File: src/rtl/logic_eqn_sweep.sv
// Truth-table evaluator: single-vector lookup or exhaustive sweep of
// N_OUT sum-of-minterms functions, checking each vector against expected tables.
module logic_eqn_sweep #(
  parameter int unsigned N_IN  = 3,
  parameter int unsigned N_OUT = 2
) (
  input  logic                         clk_i,
  input  logic                         rst_n_i,
  input  logic                         start_i,
  input  logic                         mode_i,
  input  logic                         abort_i,
  input  logic [N_IN-1:0]              vec_i,
  input  logic [N_OUT*(2**N_IN)-1:0]   mint_mask_i,
  input  logic [N_OUT*(2**N_IN)-1:0]   exp_mask_i,
  output logic [N_OUT-1:0]             f_o,
  output logic                         f_valid_o,
  output logic [N_IN-1:0]              cur_vec_o,
  output logic                         busy_o,
  output logic                         done_o,
  output logic                         pass_o,
  output logic [N_IN:0]                fail_cnt_o,
  output logic [N_IN-1:0]              first_fail_o
);

  localparam int unsigned NV = 2**N_IN;
  localparam int unsigned M  = N_OUT*NV;
  localparam int unsigned CW = N_IN+1;

  typedef enum logic [1:0] {S_IDLE, S_EVAL, S_SWEEP, S_DONE} state_e;

  state_e            state_q, state_d;
  logic [M-1:0]      mint_q, mint_d;
  logic [M-1:0]      exp_q, exp_d;
  logic [N_IN-1:0]   vec_q, vec_d;
  logic [N_IN-1:0]   cnt_q, cnt_d;
  logic [N_OUT-1:0]  f_q, f_d;
  logic              f_valid_q, f_valid_d;
  logic [N_IN-1:0]   cur_vec_q, cur_vec_d;
  logic              busy_q, busy_d;
  logic              done_q, done_d;
  logic              pass_q, pass_d;
  logic [CW-1:0]     fail_cnt_q, fail_cnt_d;
  logic [N_IN-1:0]   first_fail_q, first_fail_d;

  logic [N_IN-1:0]   sel_vec_c;
  logic [N_OUT-1:0]  f_bit_c;
  logic [N_OUT-1:0]  mis_bit_c;

  // Vector being looked up this cycle: captured vector in EVAL, sweep counter otherwise
  assign sel_vec_c = (state_q == S_EVAL) ? vec_q : cnt_q;

  // Per-function truth-table slices and lookup at the selected vector
  for (genvar k = 0; k < N_OUT; k++) begin : g_fn
    logic [NV-1:0] mint_tt;
    logic [NV-1:0] exp_tt;
    assign mint_tt      = mint_q[k*NV +: NV];
    assign exp_tt       = exp_q[k*NV +: NV];
    assign f_bit_c[k]   = mint_tt[sel_vec_c];
    assign mis_bit_c[k] = mint_tt[sel_vec_c] ^ exp_tt[sel_vec_c];
  end

  // State and output registers
  always_ff @(posedge clk_i or negedge rst_n_i) begin
    if (!rst_n_i) begin
      state_q      <= S_IDLE;
      mint_q       <= '0;
      exp_q        <= '0;
      vec_q        <= '0;
      cnt_q        <= '0;
      f_q          <= '0;
      f_valid_q    <= 1'b0;
      cur_vec_q    <= '0;
      busy_q       <= 1'b0;
      done_q       <= 1'b0;
      pass_q       <= 1'b0;
      fail_cnt_q   <= '0;
      first_fail_q <= '0;
    end else begin
      state_q      <= state_d;
      mint_q       <= mint_d;
      exp_q        <= exp_d;
      vec_q        <= vec_d;
      cnt_q        <= cnt_d;
      f_q          <= f_d;
      f_valid_q    <= f_valid_d;
      cur_vec_q    <= cur_vec_d;
      busy_q       <= busy_d;
      done_q       <= done_d;
      pass_q       <= pass_d;
      fail_cnt_q   <= fail_cnt_d;
      first_fail_q <= first_fail_d;
    end
  end

  // Next-state and next-output logic
  always_comb begin
    state_d      = state_q;
    mint_d       = mint_q;
    exp_d        = exp_q;
    vec_d        = vec_q;
    cnt_d        = cnt_q;
    f_d          = f_q;
    f_valid_d    = 1'b0;
    cur_vec_d    = cur_vec_q;
    done_d       = 1'b0;
    pass_d       = pass_q;
    fail_cnt_d   = fail_cnt_q;
    first_fail_d = first_fail_q;

    unique case (state_q)
      S_IDLE: begin
        if (start_i) begin
          mint_d = mint_mask_i;
          exp_d  = exp_mask_i;
          vec_d  = vec_i;
          if (mode_i) begin
            state_d      = S_SWEEP;
            cnt_d        = '0;
            fail_cnt_d   = '0;
            first_fail_d = '0;
            pass_d       = 1'b0;
          end else begin
            state_d = S_EVAL;
          end
        end
      end
      S_EVAL: begin
        f_d       = f_bit_c;
        cur_vec_d = vec_q;
        f_valid_d = 1'b1;
        state_d   = S_IDLE;
      end
      S_SWEEP: begin
        // Abort pre-empts the vector currently addressed, including the last one
        if (abort_i) begin
          state_d = S_IDLE;
          pass_d  = 1'b0;
        end else begin
          f_d       = f_bit_c;
          cur_vec_d = cnt_q;
          f_valid_d = 1'b1;
          if (|mis_bit_c) begin
            fail_cnt_d = fail_cnt_q + CW'(1);
            if (fail_cnt_q == '0) first_fail_d = cnt_q;
          end
          if (cnt_q == '1) state_d = S_DONE;
          else             cnt_d   = cnt_q + N_IN'(1);
        end
      end
      S_DONE: begin
        done_d  = 1'b1;
        pass_d  = (fail_cnt_q == '0);
        state_d = S_IDLE;
      end
      default: state_d = S_IDLE;
    endcase

    busy_d = (state_d == S_EVAL) || (state_d == S_SWEEP);
  end

  assign f_o          = f_q;
  assign f_valid_o    = f_valid_q;
  assign cur_vec_o    = cur_vec_q;
  assign busy_o       = busy_q;
  assign done_o       = done_q;
  assign pass_o       = pass_q;
  assign fail_cnt_o   = fail_cnt_q;
  assign first_fail_o = first_fail_q;

endmodule

File: config.mk
export PLATFORM = sky130hd
export DESIGN_NAME = logic_eqn_sweep
export DESIGN_NICKNAME = d
export VERILOG_FILES = /design/src/rtl/logic_eqn_sweep.sv
export SDC_FILE = /design/constraint.sdc
export NUM_CORES = 1
export LEC_CHECK = 0
export ABC_AREA = 1
export BUFFER_PORTS_ARGS = -buffer_cell sky130_fd_sc_hd__buf_2
export CORE_MARGIN = 2
export CORE_UTILIZATION = 35
export DETAILED_ROUTE_END_ITERATION = 8
export MAX_ROUTING_LAYER = met4
export SLEW_MARGIN = 25
export SYNTH_ARGS = -nofsm -noshare
export SYNTH_HDL_FRONTEND = slang
export SYNTH_SLANG_ARGS = --single-unit
File: constraint.sdc
create_clock -name clk_i -period 2.9 [get_ports clk_i]
set_clock_uncertainty 0.05 [all_clocks]
set_input_delay 0.29 -clock clk_i [delete_from_list [all_inputs] [get_ports clk_i]]
set_output_delay 0.29 -clock clk_i [all_outputs]
set_load 0.005 [all_outputs]
==> impl_metrics.sql, run 1 <==
INSERT INTO impl_metrics (metric_group, metric, value, unit) VALUES
('routing', 'vias', '2273', ''),
('synthesis', 'ys_ff_latch', '56', ''),
('critical_path', 'worstPathBufferInverterCount', '1', ''),
('timing', 'finalCritPeriodShare', '88.6', '%'),
('critical_path', 'r2r_end', 'first_fail_o[1]', ''),
('critical_path', 'r2r_setup_slack', '0.33', 'ns'),
('placed_design', 'buffer_ports.inserted', '55', ''),
('cells_and_area', 'finalInstanceArea', '3410', 'sq um'),
('synthesis', 'synth-xor-area-share', '0.897', '%'),
('hold_path', 'worst_hold_path_stage_count', '2', ''),
('routing', 'drc', '0', ''),
('timing', 'final_period_minus_worst_setup_slack', '2.57', 'ns'),
('synthesis', 'syn-num-nets', '368', ''),
('synthesis', 'post_synth_instance_area', '2930', 'sq um'),
('timing', 'timing.final.hold_violations', '0', ''),
('critical_path', 'cpMaxStageDelayCell', 'ha_1', ''),
('pwr', 'cell_leakage_power', '1.75', 'nW'),
('synthesis', 'synth_edf_count', '0', ''),
('die', 'i_o_pins', '56', ''),
('synthesis', 'synthDominantCellAreaShare', '47.8', '%'),
('timing', 'final.setup.tns', '0', 'ns'),
('cells_and_area', 'final.fill_count', '852', ''),
('routing', 'number_of_drc_violations_after_detailed_routing_iteration_0', '67', ''),
('die', 'core.rowCount', '33', ''),
('placed_design', 'place_congestion', '0.785', ''),
('synthesis', 'seq_area_frac_synth', '47.8', '%'),
('critical_path', 'r2r_cells', '17', ''),
('synthesis', 'synth_top_family_by_area', 'simple AND/OR/NAND/NOR gates', ''),
('synthesis', 'synthDominantAreaCellType', 'dfrtp_1', ''),
('clock_tree', 'clock_tree.buffer_depth', '2', ''),
('synthesis', 'synth_simple_gate_area_share', '24.6', '%'),
('cells_and_area', 'post_route_cells_drive_above_1_share', '29.9', '%'),
('synthesis', 'synth_cell_types', '25', ''),
('flow_run', 'max_cap_violations', '0', ''),
('die', 'die_area', '9120', 'sq um'),
('die', 'die_height', '95.5', 'microns'),
('cells_and_area', 'mostFrequentLayoutCells', '81 x nand2_1, 56 x dfrtp_1, 54 x buf_2, 52 x nand3_1, 33 x mux2_2', ''),
('placed_design', 'hpwl', '4.64', 'mm'),
('die', 'coreArea', '8180', 'sq um'),
('critical_path', 'crit_path_max_fanout', '17', ''),
('clock_tree', 'tritoncts_num_sinks', '56', ''),
('hold_path', 'timing.hold.worst.class', 'in2reg', ''),
('routing', 'avgViaCountPerCell', '4.71', ''),
('critical_path', 'timing.critical_path.max_delay_family', 'simple AND/OR/NAND/NOR gates', ''),
('cells_and_area', 'diodes', '0', ''),
('synthesis', 'asyncSetResetFlopFracSynth', '100', '%'),
('critical_path', 'path_class', 'reg2reg', ''),
('hold_path', 'hold_path_end', 'exp_q[11]', ''),
('grt', 'global_route.usage.total', '14.7', '%'),
('routing', 'drt_pre_antenna_iters', '4', ''),
('pwr', 'ir_drop', '0.000342', 'V'),
('die', 'initial_cell_density_of_the_core', '35.8', '%'),
('routing', 'wire_length_per_cell_after_detailed_routing', '12.6', 'microns'),
('timing', 'fmax', '389', 'MHz'),
('status', 'status', 'finished, final reports clean', ''),
('critical_path', 'critical-path-top-cell-by-count', 'nand2_1', ''),
('synthesis', 'synth_flop_cell', 'dfrtp_1', ''),
('timing', 'finalSetupViolCount', '0', ''),
('clock_tree', 'cts.root.buffer_cell', 'clkbuf_8', ''),
('critical_path', 'worst-endpoint-arrival', '2.72', 'ns'),
('cells_and_area', 'nNetsFinal', '426', ''),
('grt', 'first_pass_grt_wire_length', '10.3', 'mm'),
('timing', 'worst_slew_margin_rel', '63.2', '%'),
('clock_tree', 'cts_made_buffers', '5', ''),
('synthesis', 'multiplexer_share_of_the_synthesized_area', '12.7', '%'),
('timing', 'rsz0062_at_grt', 'no', ''),
('pwr', 'cellPowerDensity', '1090', 'nW/um^2'),
('critical_path', 'cp_slowest_stage_delay', '0.47', 'ns'),
('cells_and_area', 'area_growth_syn_to_layout', '16.4', '%'),
('synthesis', 'synthesis.area_per_instance', '9.18', 'sq um'),
('clock_tree', 'insertion_delay', '0.31', 'ns');
[power by group]
group          internal [mW]  leakage (nW)  switching (mW)
registers               1.13         0.686           0.227
clock network          0.172        0.0414           0.255
logic                  0.800          1.03            1.13
[worst max path at each step]
stage | from | end | depth (start not counted)
after floorplan | state_q[1] | fail_cnt_o[2] | 20
after global placement | state_q[1] | fail_cnt_o[2] | 17
after detailed placement | state_q[1] | fail_cnt_o[2] | 17
after CTS | state_q[1] | fail_cnt_o[2] | 17
after global routing | state_q[1] | first_fail_o[2] | 17
final | state_q[1] | first_fail_o[1] | 17
[kinds of logic (layout without fill, tap and decap cells)]
family                   after synthesis  after routing
AO/OA/AOI/OAI                         25             25
multiplexers                          33             33
AND/OR/NAND/NOR                      157            157
adder cells (fa/ha/maj)                9              9
XOR/XNOR                               3              3
flip-flops                            56             56
buffers and inverters                 36             95
[sequential cells by signal (all words and copies together), names as in the netlist]
signal / flops
mint_q: 16
busy_o: 1
first_fail_o: 3
vec_q: 3
state_q: 2
f_valid_o: 1
exp_q: 16
cur_vec_o: 3
f_o: 2
pass_o: 1
done_o: 1
cnt_q: 3
fail_cnt_o: 4
[per-stage QoR]
step | instances | worst slack, ns | hold slack [ns] | util, %
detailed placement | 474 | 0.319 | 0.413 | 40.5
global route | 483 | 0.0225 | 0.136 | 41.7
global placement | 474 | 0.395 | 0.411 | 40.5
CTS | 482 | 0.293 | 0.127 | 41.6
finish | 483 | 0.331 | 0.149 | 41.7
floorplan | 319 | 0.883 | -0.0556 | -
[cells in the mapped netlist, types with 2 or more instances]
master	number
a21oi_1	9
buf_6	2
clkbuf_1	4
dfrtp_1	56
ha_1	9
inv_1	26
mux2_2	33
nand2_1	81
nand2_2	5
nand2_4	4
nand3_1	52
nor2_1	11
o21ai_0	12
o21ai_2	3
xor2_1	2
[cell type report]
cell class                      count  area (sq um)  area share [%]
Sequential cell                    56          1400            41.1
Multi-Input combinational cell    227          1370            40.2
Timing Repair Buffer               59           310            9.10
Tap cell                          105           131            3.85
Inverter                           28           108            3.16
Clock buffer                        6          72.6            2.13
Clock inverter                      2          16.3           0.477
[routing by layer]
layer / GRT usage, % / part of all wire [%]
met1: 18.3 / 46
met2: 24.6 / 48
met3: 2.69 / 4.6
met4: 3.93 / 0.96
met5: - / 0
[timing repair]
action                    4_1_cts  5_1_grt
hold buffers                    0        1
hold endpoints to repair        0       44
resized for setup               0        0
Note: power is estimated with default switching activity, not from simulation.
==> run 2: changes to the inputs <==
- RECOVER_POWER: not set -> 50
- SLEW_MARGIN: 25 -> 20
==> impl_metrics.sql, run 2 (synthesis results as in run 1) <==
INSERT INTO impl_metrics (metric_group, metric, value, unit) VALUES
('clock_tree', 'cts_made_buffers', '5', ''),
('critical_path', 'worst-endpoint-arrival', '2.73', 'ns'),
('timing', 'timing.final.hold_violations', '0', ''),
('critical_path', 'timing.critical_path.max_delay_family', 'simple AND/OR/NAND/NOR gates', ''),
('placed_design', 'hpwl', '4.64', 'mm'),
('timing', 'finalCritPeriodShare', '88.7', '%'),
('timing', 'fmax', '389', 'MHz'),
('critical_path', 'path_class', 'reg2reg', ''),
('timing', 'worst_slew_pin_slew', '1.09', 'ns'),
('timing', 'final.setup.worst_slack', '0.327', 'ns'),
('pwr', 'cellPowerDensity', '1090', 'nW/um^2'),
('pwr', 'ir_drop', '0.000342', 'V'),
('timing', 'final_period_minus_worst_setup_slack', '2.57', 'ns'),
('cells_and_area', 'final.fill_count', '858', ''),
('grt', 'grt_max_degree', '46', ''),
('routing', 'wire_length_per_cell_after_detailed_routing', '12.6', 'microns'),
('clock_tree', 'cts.root.buffer_cell', 'clkbuf_8', ''),
('routing', 'vias', '2270', ''),
('clock_tree', 'htree_num_levels', '2', ''),
('cells_and_area', 'most_common_library_cell_in_the_layout_ignoring_fill_and_taps', 'nand2_1', ''),
('critical_path', 'worstPathBufferInverterCount', '1', ''),
('pwr', 'power.sequential.fraction', '36.7', '%'),
('routing', 'drt_pre_antenna_iters', '4', ''),
('critical_path', 'crit_start', 'state_q[1]', ''),
('grt', 'grt.overflow.total', '0', ''),
('clock_tree', 'post_cts.repair.setup_buffers', '0', ''),
('critical_path', 'startpoint_type', 'flip-flop', ''),
('die', 'i_o_pins', '56', ''),
('grt', 'first_pass_grt_wire_length', '10.3', 'mm'),
('grt', 'first_global_vias', '2252', ''),
('pwr', 'p_sw_share', '43.5', '%'),
('timing', 'slew_violations', '0', ''),
('pwr', 'cell_leakage_power', '1.72', 'nW'),
('status', 'status', 'finished, final reports clean', ''),
('critical_path', 'cp_slowest_stage_delay', '0.47', 'ns'),
('timing', 'worst_slew_margin_rel', '27.6', '%'),
('die', 'core.rowCount', '33', ''),
('critical_path', 'cpMaxStageDelayCell', 'ha_1', ''),
('cells_and_area', 'nNetsFinal', '426', ''),
('cells_and_area', 'area_growth_syn_to_layout', '15.8', '%'),
('cells_and_area', 'finalInstanceArea', '3390', 'sq um'),
('routing', 'wirelength', '6.08', 'mm'),
('routing', 'drc', '0', ''),
('die', 'coreArea', '8180', 'sq um'),
('grt', 'global_route.usage.total', '14.7', '%'),
('timing', 'rsz0062_at_grt', 'no', ''),
('critical_path', 'path_cells', 'inv_1, ha_1, nand2_4, nand2_4, nand2_1, nand3_1, nand2_1, nand2_1, nand2_1, nand2_1, nand2_1, nand2_1, nand2_1, nand2_2, nand2_2, nand2_1, nand2_1', ''),
('routing', 'antenna_violating_nets_post_route', '0', ''),
('critical_path', 'startpoint_of_the_worst_register_to_register_path', 'state_q[1]', ''),
('placed_design', 'instance_area_after_placement', '3310', 'sq um'),
('routing', 'avgViaCountPerCell', '4.70', ''),
('cells_and_area', 'mostFrequentLayoutCells', '81 x nand2_1, 56 x dfrtp_1, 52 x nand3_1, 45 x buf_2, 33 x mux2_2', ''),
('critical_path', 'critical-path-top-cell-by-count', 'nand2_1', ''),
('die', 'die_w', '95.5', 'microns'),
('grt', 'grt_antenna_before_repair', '0', ''),
('hold_path', 'timing.hold.worst.class', 'in2reg', ''),
('clock_tree', 'clock_tree.buffer_depth', '2', ''),
('routing', 'number_of_drc_violations_after_detailed_routing_iteration_0', '72', ''),
('placed_design', 'dpl_worst_slack', '0.319', 'ns'),
('die', 'initial_cell_density_of_the_core', '35.8', '%'),
('timing', 'final.setup.tns', '0', 'ns'),
('cells_and_area', 'diodes', '0', ''),
('critical_path', 'cp.required', '3.05', 'ns'),
('pwr', 'power_report.internal_total', '2.09', 'mW'),
('flow_run', 'max_cap_violations', '0', ''),
('placed_design', 'buffer_ports.inserted', '55', ''),
('die', 'die_area', '9120', 'sq um'),
('critical_path', 'crit_path_max_fanout', '17', ''),
('die', 'die_height', '95.5', 'microns'),
('critical_path', 'critPathCaptureType', 'flip-flop', ''),
('pwr', 'comb_power_share', '51.8', '%'),
('clock_tree', 'tritoncts_num_sinks', '56', ''),
('timing', 'finalSetupViolCount', '0', ''),
('cells_and_area', 'post_route_cells_drive_above_1_share', '27.2', '%'),
('clock_tree', 'clk_transition_reported_paths', '0.10', 'ns'),
('clock_tree', 'tritoncts_clock_tree', 'done', ''),
('clock_tree', 'insertion_delay', '0.31', 'ns'),
('pwr', 'fin_total_pwr', '3.70', 'mW'),
('pwr', 'netSwitchingPower', '1.61', 'mW'),
('hold_path', 'min_from', 'exp_mask_i[11]', ''),
('pwr', 'clock_power_share', '11.6', '%'),
('placed_design', 'place_congestion', '0.785', '');
[run 2: per-stage QoR]
stage | util, % | std cells | hold slack (ns)
after floorplan | - | 319 | -0.0556
after global placement | 40.5 | 474 | 0.411
after detailed placement | 40.5 | 474 | 0.413
after CTS | 41.6 | 482 | 0.127
after global routing | 41.5 | 483 | 0.136
final | 41.5 | 483 | 0.149
[run 2: layout make-up]
cell class	instances	area (sq um)	share of cell area [%]
well taps	105	131	3.87
clock buffers	6	72.6	2.14
inverters	28	108	3.17
multi-input cells	227	1370	40.4
clock inverters	2	16.3	0.480
flip-flops and latches	56	1400	41.3
repair buffers	59	293	8.63
[run 2: per-layer routing]
layer | global-route usage (%) | part of all wire, % | wire length, microns | vias up
met4 | 3.93 | 0.95 | 58 | 0
li1 | - | - | - | 1165
met1 | 18.3 | 46 | 2810 | 1048
met5 | - | 0 | 0 | -
met2 | 24.6 | 48 | 2930 | 50
met3 | 2.69 | 4.7 | 286 | 7
[run 2: power groups by stage]
stage | logic (mW) | registers (mW) | clock network, mW
after floorplan | 1.55 | 1.31 | 0
after global placement | 1.90 | 1.38 | 0
after detailed placement | 1.95 | 1.39 | 0
after CTS | 1.96 | 1.37 | 0.446
after global routing | 2.18 | 1.41 | 0.481
final | 1.92 | 1.36 | 0.428
[run 2: repair_timing]
item / in CTS / in global routing
hold buffers: 0 / 1
gates resized for setup: 0 / 0
endpoints found under the hold margin: 0 / 44
setup endpoints to repair: 0 / 0
[run 2: worst paths after layout]
| path | end | slack [ns] | cells after the start |
|---|---|---|---|
| max | first_fail_o[1] | 0.33 | 17 |
| min | exp_q[11] | 0.15 | 2 |
| max reg2reg | first_fail_o[1] | 0.33 | 17 |
| min reg2reg | first_fail_o[0] | 0.44 | 2 |
| max in group asynchronous | f_o[0] | 1.02 | 3 |
| min in group asynchronous | fail_cnt_o[2] | 0.65 | 2 |
==> run 3: changes to the inputs <==
- PLACE_DENSITY: not set -> 0.57
==> impl_metrics.sql, run 3 (synthesis results as in run 1) <==
INSERT INTO impl_metrics (metric_group, metric, value, unit) VALUES
('die', 'core.rowCount', '33', ''),
('clock_tree', 'tritoncts_clock_tree', 'done', ''),
('timing', 'finalSetupViolCount', '0', ''),
('timing', 'final_period_minus_worst_setup_slack', '2.60', 'ns'),
('cells_and_area', 'diodes', '0', ''),
('timing', 'worst_slew_margin_rel', '-50.9', '%'),
('routing', 'drc', '0', ''),
('routing', 'avgViaCountPerCell', '4.73', ''),
('grt', 'global_route.usage.total', '15.4', '%'),
('critical_path', 'critPathCaptureType', 'flip-flop', ''),
('critical_path', 'r2r_setup_slack', '0.30', 'ns'),
('cells_and_area', 'sequential_cell_area', '1400', 'sq um'),
('routing', 'dr.max_layer_used', 'met4', ''),
('critical_path', 'r2r_end', 'fail_cnt_o[3]', ''),
('grt', 'grt_max_degree', '44', ''),
('status', 'violations', 'capacitance limit, slew limit', ''),
('grt', 'grt.overflow.total', '0', ''),
('clock_tree', 'htree_num_levels', '2', ''),
('routing', 'number_of_drc_violations_after_detailed_routing_iteration_0', '71', ''),
('cells_and_area', 'nNetsFinal', '425', ''),
('critical_path', 'path_class', 'reg2reg', ''),
('critical_path', 'startpoint_type', 'flip-flop', ''),
('clock_tree', 'insertion_delay', '0.31', 'ns'),
('critical_path', 'cp_slowest_stage_delay', '0.46', 'ns'),
('routing', 'antenna_violating_nets_post_route', '0', ''),
('critical_path', 'crit_start', 'state_q[1]', ''),
('critical_path', 'critical-path-top-cell-by-count', 'nand2_1', ''),
('timing', 'final.setup.tns', '0', 'ns'),
('flow_run', 'max_cap_violations', '1', ''),
('cells_and_area', 'final.fill_count', '860', ''),
('critical_path', 'worst-endpoint-arrival', '2.76', 'ns'),
('grt', 'first_global_vias', '2310', ''),
('routing', 'routed-wl-met3', '220', 'microns'),
('clock_tree', 'post_cts.repair.setup_buffers', '0', ''),
('routing', 'drt_pre_antenna_iters', '4', ''),
('clock_tree', 'cts.root.buffer_cell', 'clkbuf_8', ''),
('critical_path', 'cpMaxStageDelayCell', 'ha_1', ''),
('die', 'die_height', '95.5', 'microns'),
('critical_path', 'path_cells', 'inv_1, ha_1, nand2_4, nand2_4, nand2_1, nand3_1, nand2_1, nand2_1, nand2_1, nand2_1, nand2_1, nand2_1, nand2_2, nand2_4, nand2_4, nand2_1, nand2_1', ''),
('routing', 'm1WireLength', '2.77', 'mm'),
('timing', 'worst_slew_pin_slew', '2.26', 'ns'),
('timing', 'finalCritPeriodShare', '89.8', '%'),
('clock_tree', 'post_cts.resized_instances', '0', ''),
('placed_design', 'place_congestion', '0.775', ''),
('cells_and_area', 'area_growth_syn_to_layout', '16.9', '%'),
('critical_path', 'crit_path_max_fanout', '17', ''),
('routing', 'vias', '2282', ''),
('die', 'initial_cell_density_of_the_core', '35.8', '%'),
('die', 'die_w', '95.5', 'microns'),
('pwr', 'fin_total_pwr', '3.84', 'mW'),
('timing', 'timing.final.hold_violations', '0', ''),
('cells_and_area', 'mostFrequentLayoutCells', '81 x nand2_1, 56 x dfrtp_1, 52 x nand3_1, 52 x buf_2, 33 x mux2_2', ''),
('timing', 'slew_violations', '44', ''),
('routing', 'wirelength', '6.09', 'mm'),
('die', 'i_o_pins', '56', ''),
('routing', 'met2RoutedLength', '3.02', 'mm'),
('placed_design', 'hpwl', '4.61', 'mm'),
('grt', 'first_pass_grt_wire_length', '10.7', 'mm'),
('cells_and_area', 'post_route_cells_drive_above_1_share', '29.4', '%'),
('timing', 'fmax', '384', 'MHz'),
('critical_path', 'startpoint_of_the_worst_register_to_register_path', 'state_q[1]', ''),
('pwr', 'cellPowerDensity', '1120', 'nW/um^2'),
('timing', 'rsz0062_at_grt', 'no', ''),
('cells_and_area', 'multi_input_area', '1370', 'sq um'),
('clock_tree', 'clock_tree.buffer_depth', '2', ''),
('cells_and_area', 'most_common_library_cell_in_the_layout_ignoring_fill_and_taps', 'nand2_1', ''),
('clock_tree', 'postCtsHoldBufs', '0', ''),
('pwr', 'ir_drop', '0.000424', 'V'),
('clock_tree', 'cts_made_buffers', '5', ''),
('clock_tree', 'tritoncts_num_sinks', '56', ''),
('pwr', 'cell_leakage_power', '1.76', 'nW'),
('status', 'status', 'complete, but fails checks', ''),
('critical_path', 'cp.required', '3.06', 'ns'),
('placed_design', 'buffer_ports.inserted', '55', ''),
('hold_path', 'timing.hold.worst.class', 'in2reg', ''),
('die', 'die_area', '9120', 'sq um'),
('routing', 'wire_length_per_cell_after_detailed_routing', '12.6', 'microns'),
('timing', 'final.setup.worst_slack', '0.297', 'ns'),
('critical_path', 'r2r_cells', '17', ''),
('placed_design', 'dpl_worst_slack', '0.325', 'ns'),
('die', 'coreArea', '8180', 'sq um'),
('clock_tree', 'clk_transition_reported_paths', '0.10', 'ns'),
('critical_path', 'crit_path_end', 'fail_cnt_o[3]', ''),
('grt', 'grt_antenna_before_repair', '0', '');
run 3: worst min path at each step:
stage                     from  slack [ns]              end  cells after the start
3_5_place_dp   first_fail_o[0]        0.41  first_fail_o[0]                      2
2_1_floorplan          rst_n_i       -0.06           busy_o                      0
6_report        exp_mask_i[13]        0.15        exp_q[13]                      2
5_1_grt         exp_mask_i[12]        0.14        exp_q[12]                      2
3_3_place_gp   first_fail_o[2]        0.41  first_fail_o[2]                      2
4_1_cts                rst_n_i        0.11           pass_o                      1
run 3: stage by stage:
stage               util [%]  hold slack (ns)  area [sq um]  instances
CTS                     41.9            0.107          3430        482
global route            41.9            0.143          3420        482
floorplan                  -          -0.0556          2930        319
detailed placement      40.5            0.409          3310        474
finish                  41.9            0.149          3420        482
global placement        40.5            0.412          3310        474
run 3: critical path, delay by kind of cell, from the launching register on:
kind          cells  cell delay [ns]
fa+ha+maj         1             0.46
buf+inv           1             0.13
simple gates     15             1.41
flops             1             0.43
run 3: cell type report:
type	count	share of cell area (%)
sequential	56	40.9
clock inverter	2	1.13
multi-input combinational	227	40.0
timing repair buffer	58	8.52
inverter	28	3.14
tap	105	3.84
clock buffer	6	2.41
run 3: per-layer routing:
layer | track usage [%] | vias to the layer above
met5 | - | -
met4 | 3.81 | 0
met3 | 2.69 | 7
met2 | 26.2 | 41
met1 | 19.2 | 1067
li1 | - | 1167
run 3: where the power goes:
group	switching [mW]	internal, mW
logic	1.14	0.793
registers	0.230	1.13
clock network	0.262	0.283
